`config.mk`:
```
export PLATFORM = sky130hd
export DESIGN_NAME = mac_dot_sequencer
export DESIGN_NICKNAME = d
export VERILOG_FILES = /design/src/rtl/mac_dot_sequencer_pkg.sv /design/src/rtl/mac_dot_sequencer_valid_tag_pipe.sv /design/src/rtl/mac_dot_sequencer.sv
export SDC_FILE = /design/constraint.sdc
export NUM_CORES = 1
export LEC_CHECK = 0
export BUFFER_PORTS_ARGS = -buffer_cell sky130_fd_sc_hd__buf_2
export CAP_MARGIN = 20
export CORE_AREA = 2 2 237 239
export DETAILED_ROUTE_END_ITERATION = 8
export DIE_AREA = 0 0 239 241
export GPL_TIMING_DRIVEN = 1
export MAX_ROUTING_LAYER = met4
export PLACE_DENSITY = 0.32
export SETUP_SLACK_MARGIN = 0.5
export SYNTH_ARGS = -nofsm -noshare
export SYNTH_HDL_FRONTEND = slang
export SYNTH_SLANG_ARGS = --single-unit
```
`constraint.sdc`:
```
create_clock -name clk -period 2.5 [get_ports clk]
set_input_delay 0.25 -clock clk [delete_from_list [all_inputs] [get_ports clk]]
set_output_delay 0.25 -clock clk [all_outputs]
set_load 0.01 [all_outputs]
```
`src/rtl/mac_dot_sequencer_pkg.sv`:
```
// Shared constants and FSM state encoding for the MAC dot-product sequencer.
package mac_dot_sequencer_pkg;

   localparam int unsigned DATA_W    = 8;
   localparam int unsigned LANES     = 16;
   localparam int unsigned SUM_W     = 20;
   localparam int unsigned ADDR_W    = 10;
   localparam int unsigned CNT_W     = 6;
   localparam int unsigned ACC_W     = SUM_W + CNT_W;
   localparam int unsigned RD_LAT    = 1;
   localparam int unsigned MAC_LAT   = 3;
   localparam int unsigned VEC_W     = LANES * DATA_W;
   localparam int unsigned TAG_DEPTH = RD_LAT + MAC_LAT;

   typedef enum logic [1:0] {
      ST_IDLE,
      ST_ISSUE,
      ST_DRAIN,
      ST_FINISH
   } state_e;

endpackage

```
`src/rtl/mac_dot_sequencer_valid_tag_pipe.sv`:
```
// Valid-tag shift register tracking issued chunks through the memory and MAC pipelines.
module valid_tag_pipe
   import mac_dot_sequencer_pkg::*;
(
   input  logic clk,
   input  logic rst,
   input  logic tag_in,
   output logic tag_out,
   output logic pending
);

   logic [TAG_DEPTH-1:0] tag_q;
   logic [TAG_DEPTH-1:0] tag_d;

   always_comb begin
      tag_d = {tag_q[TAG_DEPTH-2:0], tag_in};
   end

   always_ff @(posedge clk) begin
      if (rst) tag_q <= '0;
      else     tag_q <= tag_d;
   end

   assign tag_out = tag_q[TAG_DEPTH-1];
   // Tags still in flight behind the exiting stage; the exiting one is accumulated this cycle.
   assign pending = |tag_q[TAG_DEPTH-2:0];

endmodule

```
`src/rtl/mac_dot_sequencer.sv`:
```
// Feeds pixel/weight vectors from the buffers to the MAC and accumulates tagged partial sums.
module mac_dot_sequencer
   import mac_dot_sequencer_pkg::*;
(
   input  logic              clk,
   input  logic              rst,
   input  logic              start,
   input  logic [CNT_W-1:0]  num_chunks,
   input  logic [ADDR_W-1:0] pix_base,
   input  logic [ADDR_W-1:0] wgt_base,
   output logic [ADDR_W-1:0] pix_addr,
   output logic              pix_rd,
   input  logic [VEC_W-1:0]  pix_data,
   output logic [ADDR_W-1:0] wgt_addr,
   output logic              wgt_rd,
   input  logic [VEC_W-1:0]  wgt_data,
   output logic [VEC_W-1:0]  mac_pixels,
   output logic [VEC_W-1:0]  mac_weights,
   input  logic [SUM_W-1:0]  mac_sum,
   output logic              busy,
   output logic              done,
   output logic [ACC_W-1:0]  result
);

   state_e            state_q, state_d;
   logic [CNT_W-1:0]  cnt_q, cnt_d;
   logic [ADDR_W-1:0] pix_addr_q, pix_addr_d;
   logic [ADDR_W-1:0] wgt_addr_q, wgt_addr_d;
   logic [ACC_W-1:0]  acc_q, acc_d;
   logic [ACC_W-1:0]  result_q, result_d;
   logic              tag_in, tag_out, pending;

   valid_tag_pipe u_tag_pipe (
      .clk     (clk),
      .rst     (rst),
      .tag_in  (tag_in),
      .tag_out (tag_out),
      .pending (pending)
   );

   always_comb begin
      state_d    = state_q;
      cnt_d      = cnt_q;
      pix_addr_d = pix_addr_q;
      wgt_addr_d = wgt_addr_q;
      acc_d      = acc_q;
      result_d   = result_q;

      if (tag_out) acc_d = acc_q + ACC_W'(mac_sum);

      unique case (state_q)
         ST_IDLE: begin
            if (start) begin
               if (num_chunks != '0) begin
                  state_d    = ST_ISSUE;
                  cnt_d      = num_chunks;
                  pix_addr_d = pix_base;
                  wgt_addr_d = wgt_base;
                  acc_d      = '0;
               end else begin
                  state_d  = ST_FINISH;
                  result_d = '0;
               end
            end
         end
         ST_ISSUE: begin
            pix_addr_d = pix_addr_q + ADDR_W'(1);
            wgt_addr_d = wgt_addr_q + ADDR_W'(1);
            cnt_d      = cnt_q - CNT_W'(1);
            if (cnt_q == CNT_W'(1)) state_d = ST_DRAIN;
         end
         ST_DRAIN: begin
            // Result is loaded on the way into FINISH so it is already valid alongside done.
            if (!pending) begin
               state_d  = ST_FINISH;
               result_d = acc_d;
            end
         end
         ST_FINISH: state_d = ST_IDLE;
         default:   state_d = ST_IDLE;
      endcase
   end

   always_ff @(posedge clk) begin
      if (rst) begin
         state_q    <= ST_IDLE;
         cnt_q      <= '0;
         pix_addr_q <= '0;
         wgt_addr_q <= '0;
         acc_q      <= '0;
         result_q   <= '0;
      end else begin
         state_q    <= state_d;
         cnt_q      <= cnt_d;
         pix_addr_q <= pix_addr_d;
         wgt_addr_q <= wgt_addr_d;
         acc_q      <= acc_d;
         result_q   <= result_d;
      end
   end

   always_comb begin
      tag_in = (state_q == ST_ISSUE);
      pix_rd = tag_in;
      wgt_rd = tag_in;
      busy   = (state_q == ST_ISSUE) || (state_q == ST_DRAIN);
      done   = (state_q == ST_FINISH);
   end

   assign pix_addr    = pix_addr_q;
   assign wgt_addr    = wgt_addr_q;
   assign result      = result_q;
   assign mac_pixels  = pix_data;
   assign mac_weights = wgt_data;

endmodule
```
==> qor.yml <==
core-area_um2: 54900
post-dp-hpwl_um: 19300
mostFrequentLayoutCell: "buf_2"
worst_slew_pin_slew_ns: 0.511
hold_path_class: "in -> reg"
wire_per_inst_um: 17.8
cts_buffers: 9
finalWirelength_um: 25000
setup_tns_ns: 0
finish.utilization_pct: 12.5
synth_cell_type_count: 62
crit_fanout: 6
ys_async_sr_fraction_pct: 0
via_per_inst: 3.55
synth.avg_cell_area_um2: 8.03
synthFlopType: "dfxtp_1"
hold_viol_final: 0
ir_drop_mv: 0.422
syn_inst: 839
grt_pass1_vias: 4960
slew_headroom_pct: 65.9
clock_latency_ns: 0.37
via_count: 4984
cap_violations: 0
n_fill_cell: 6382
fmax_mhz: 441
share_seq_of_total_power_pct: 32.8
dieHeight_um: 241
layout_common_cells: "98 x buf_2, 80 x dfxtp_1, 75 x nor2_1"
critPathLaunchType: "register"
arrival_ns: 2.52
fp.dieW_um: 239
period_needed_ns: 2.27
grt_pass1_wl_um: 34800
syn_to_final_growth_pct: 1.95
hold-worst-slack_ns: 0.158
grt-ovfl-total: 0
cts_sinks: 84
ioPinCount: 611
place_ws_ns: 0.0730
critPathRequiredTime_ns: 2.75
finalSetupViolCount: 0
synth_fp_nets: 1174
yosys_warnings: 0
port_buffers: 98
switching_power_uw: 2060
synth_edf_count: 0
rows: 86
layout-drive-gt1-share_pct: 29.4
status: "finished clean"
period_share_pct: 90.7
internal-power_uw: 3190
critPathKind: "reg -> reg"
crit_path_end_kind: "register"
design_area_um2: 6870
ys_seq_area_share_pct: 25.0
htree_levels: 3
fin_nets: 1027
cts_tree: "done"
grt.total_usage_pct: 8.64
remaining_drc_errors: 0
pwr-share-clk_pct: 27.0
drt_iter0_markers: 245
die-area_um2: 57600
switching_share_pct: 39.3
power.share.combinational_pct: 40.1
place_area_um2: 6230
cts-root-buf: "clkbuf_16"
p_per_area_nw_per_um2: 765
skew_ns: 0.00659
slew_viol_final: 0
synth-seq-cells: 84
antenna_found_initial: 3
leakage_uw: 0.00260
dr.pass1.iters: 5
grt_start_max_net_pins: 41
finalWorstSetupSlack_ns: 0.232
cts.path.max_buffers: 2
rsz0062_at_grt: "yes"
start_util_pct: 12.3
syn_area_um2: 6740
clkTransAtPathRegs_ns: 0.07
place_congestion: 0.754
ant_nets: 0
==> sequential cells by signal (all words and copies together) (netlist names) <==
register,cells
state_q,2
wgt_addr,10
u_tag_pipe.tag_q,4
acc_q,26
cnt_q,6
pix_addr,10
result,26
==> cell type report <==
type                            count  area, µm²  share of cell area (%)
Multi-Input combinational cell    450       3120                    45.4
Sequential cell                    84       1690                    24.6
Tap cell                          704        881                    12.8
Timing Repair Buffer              130        823                    12.0
Clock buffer                       10        229                    3.33
Clock inverter                      6       63.8                   0.929
Inverter                           17       63.8                   0.929
Antenna cell                        1       2.50                  0.0364
==> worst paths after layout <==
path                    start     endpoint  slack, ns  depth (start not counted)
hold reg to reg    result[23]   result[23]       0.44                          2
hold / removal    wgt_base[0]  wgt_addr[0]       0.16                          3
setup reg to reg     acc_q[0]   result[20]       0.23                         11
setup / recovery     acc_q[0]   result[20]       0.23                         11
==> through the flow <==
stage	total power [µW]	cells
after floorplan	3350	839
after global placement	3540	1371
after detailed placement	3530	1371
after CTS	5130	1395
after global routing	5630	1402
final	5260	1402
==> power by group through the flow <==
stage | Clock (µW) | Sequential (µW) | Combinational [µW]
2_1_floorplan | 0 | 1740 | 1600
3_3_place_gp | 0 | 1750 | 1790
3_5_place_dp | 0 | 1740 | 1790
4_1_cts | 1480 | 1720 | 1930
5_1_grt | 1540 | 1750 | 2340
6_report | 1420 | 1730 | 2110
==> critical path, cell delays in order (launching register included) <==
cell      delay (ns)
dfxtp_2         0.35
ha_4            0.13
inv_2           0.03
fa_2            0.33
nand2b_4        0.15
a21o_1          0.18
a31o_4          0.27
buf_4           0.15
o32ai_2         0.20
nor2_1          0.08
xnor2_1         0.20
o21ai_1         0.07
==> cell families after synthesis <==
family	count (synthesis)	share of synthesized area (%)
and+or+nand+nor	193	12.5
muxes	23	3.42
DFF	84	25.0
adders and majority gates	30	5.68
buffers and inverters	305	31.7
xor gates and xnor gates	21	2.73
AOI/OAI and AO/OA	183	19.0
==> cells in the mapped netlist (all sizes together) (2+ instances only) <==
cell type	instances	area, µm²
nand3	20	100
a31oi	2	27.5
o21ai	41	213
and2	2	12.5
buf	271	2010
clkbuf	17	63.8
nand2b	2	12.5
o211ai	5	42.5
nor3	4	20.0
o21bai	3	26.3
nand4	4	25.0
a211oi	23	183
o22ai	9	62.6
nor2	76	285
a311oi	2	17.5
a31o	2	26.3
o31ai	6	50.1
nor2b	7	43.8
and3	7	43.8
a21oi	47	239
o21a	3	22.5
a221oi	3	43.8
a21o	10	75.1
a22oi	8	60.1
ha	29	363
a32oi	2	17.5
inv	16	60.1
a2bb2oi	2	17.5
nand2	63	236
o2bb2ai	5	43.8
dfxtp	84	1680
o32ai	5	62.6
xnor2	9	78.8
xor2	12	105
mux2i	23	230
or2	4	25.0
==> repair_timing <==
| action | 4_1_cts | 5_1_grt |
|---|---|---|
| endpoints found under the setup margin | 37 | 64 |
| hold buffers | 0 | 0 |
| pin swaps | 20 | 11 |
| setup buffers | 7 | 4 |
| gates resized for setup | 26 | 19 |
| cloned | 1 | 2 |
==> routing by layer <==
| metal | routed length [µm] | share of wire, % | vias to the layer above | global-route usage (%) |
|---|---|---|---|---|
| met5 | 0 | 0 | - | - |
| met4 | 1370 | 5.5 | 0 | 5.61 |
| met3 | 3150 | 13 | 111 | 4.62 |
| met2 | 10700 | 43 | 315 | 12.4 |
| met1 | 9750 | 39 | 2235 | 9.22 |
| li1 | - | - | 2323 | - |
No activity file was read; power rests on OpenSTA's default activity.
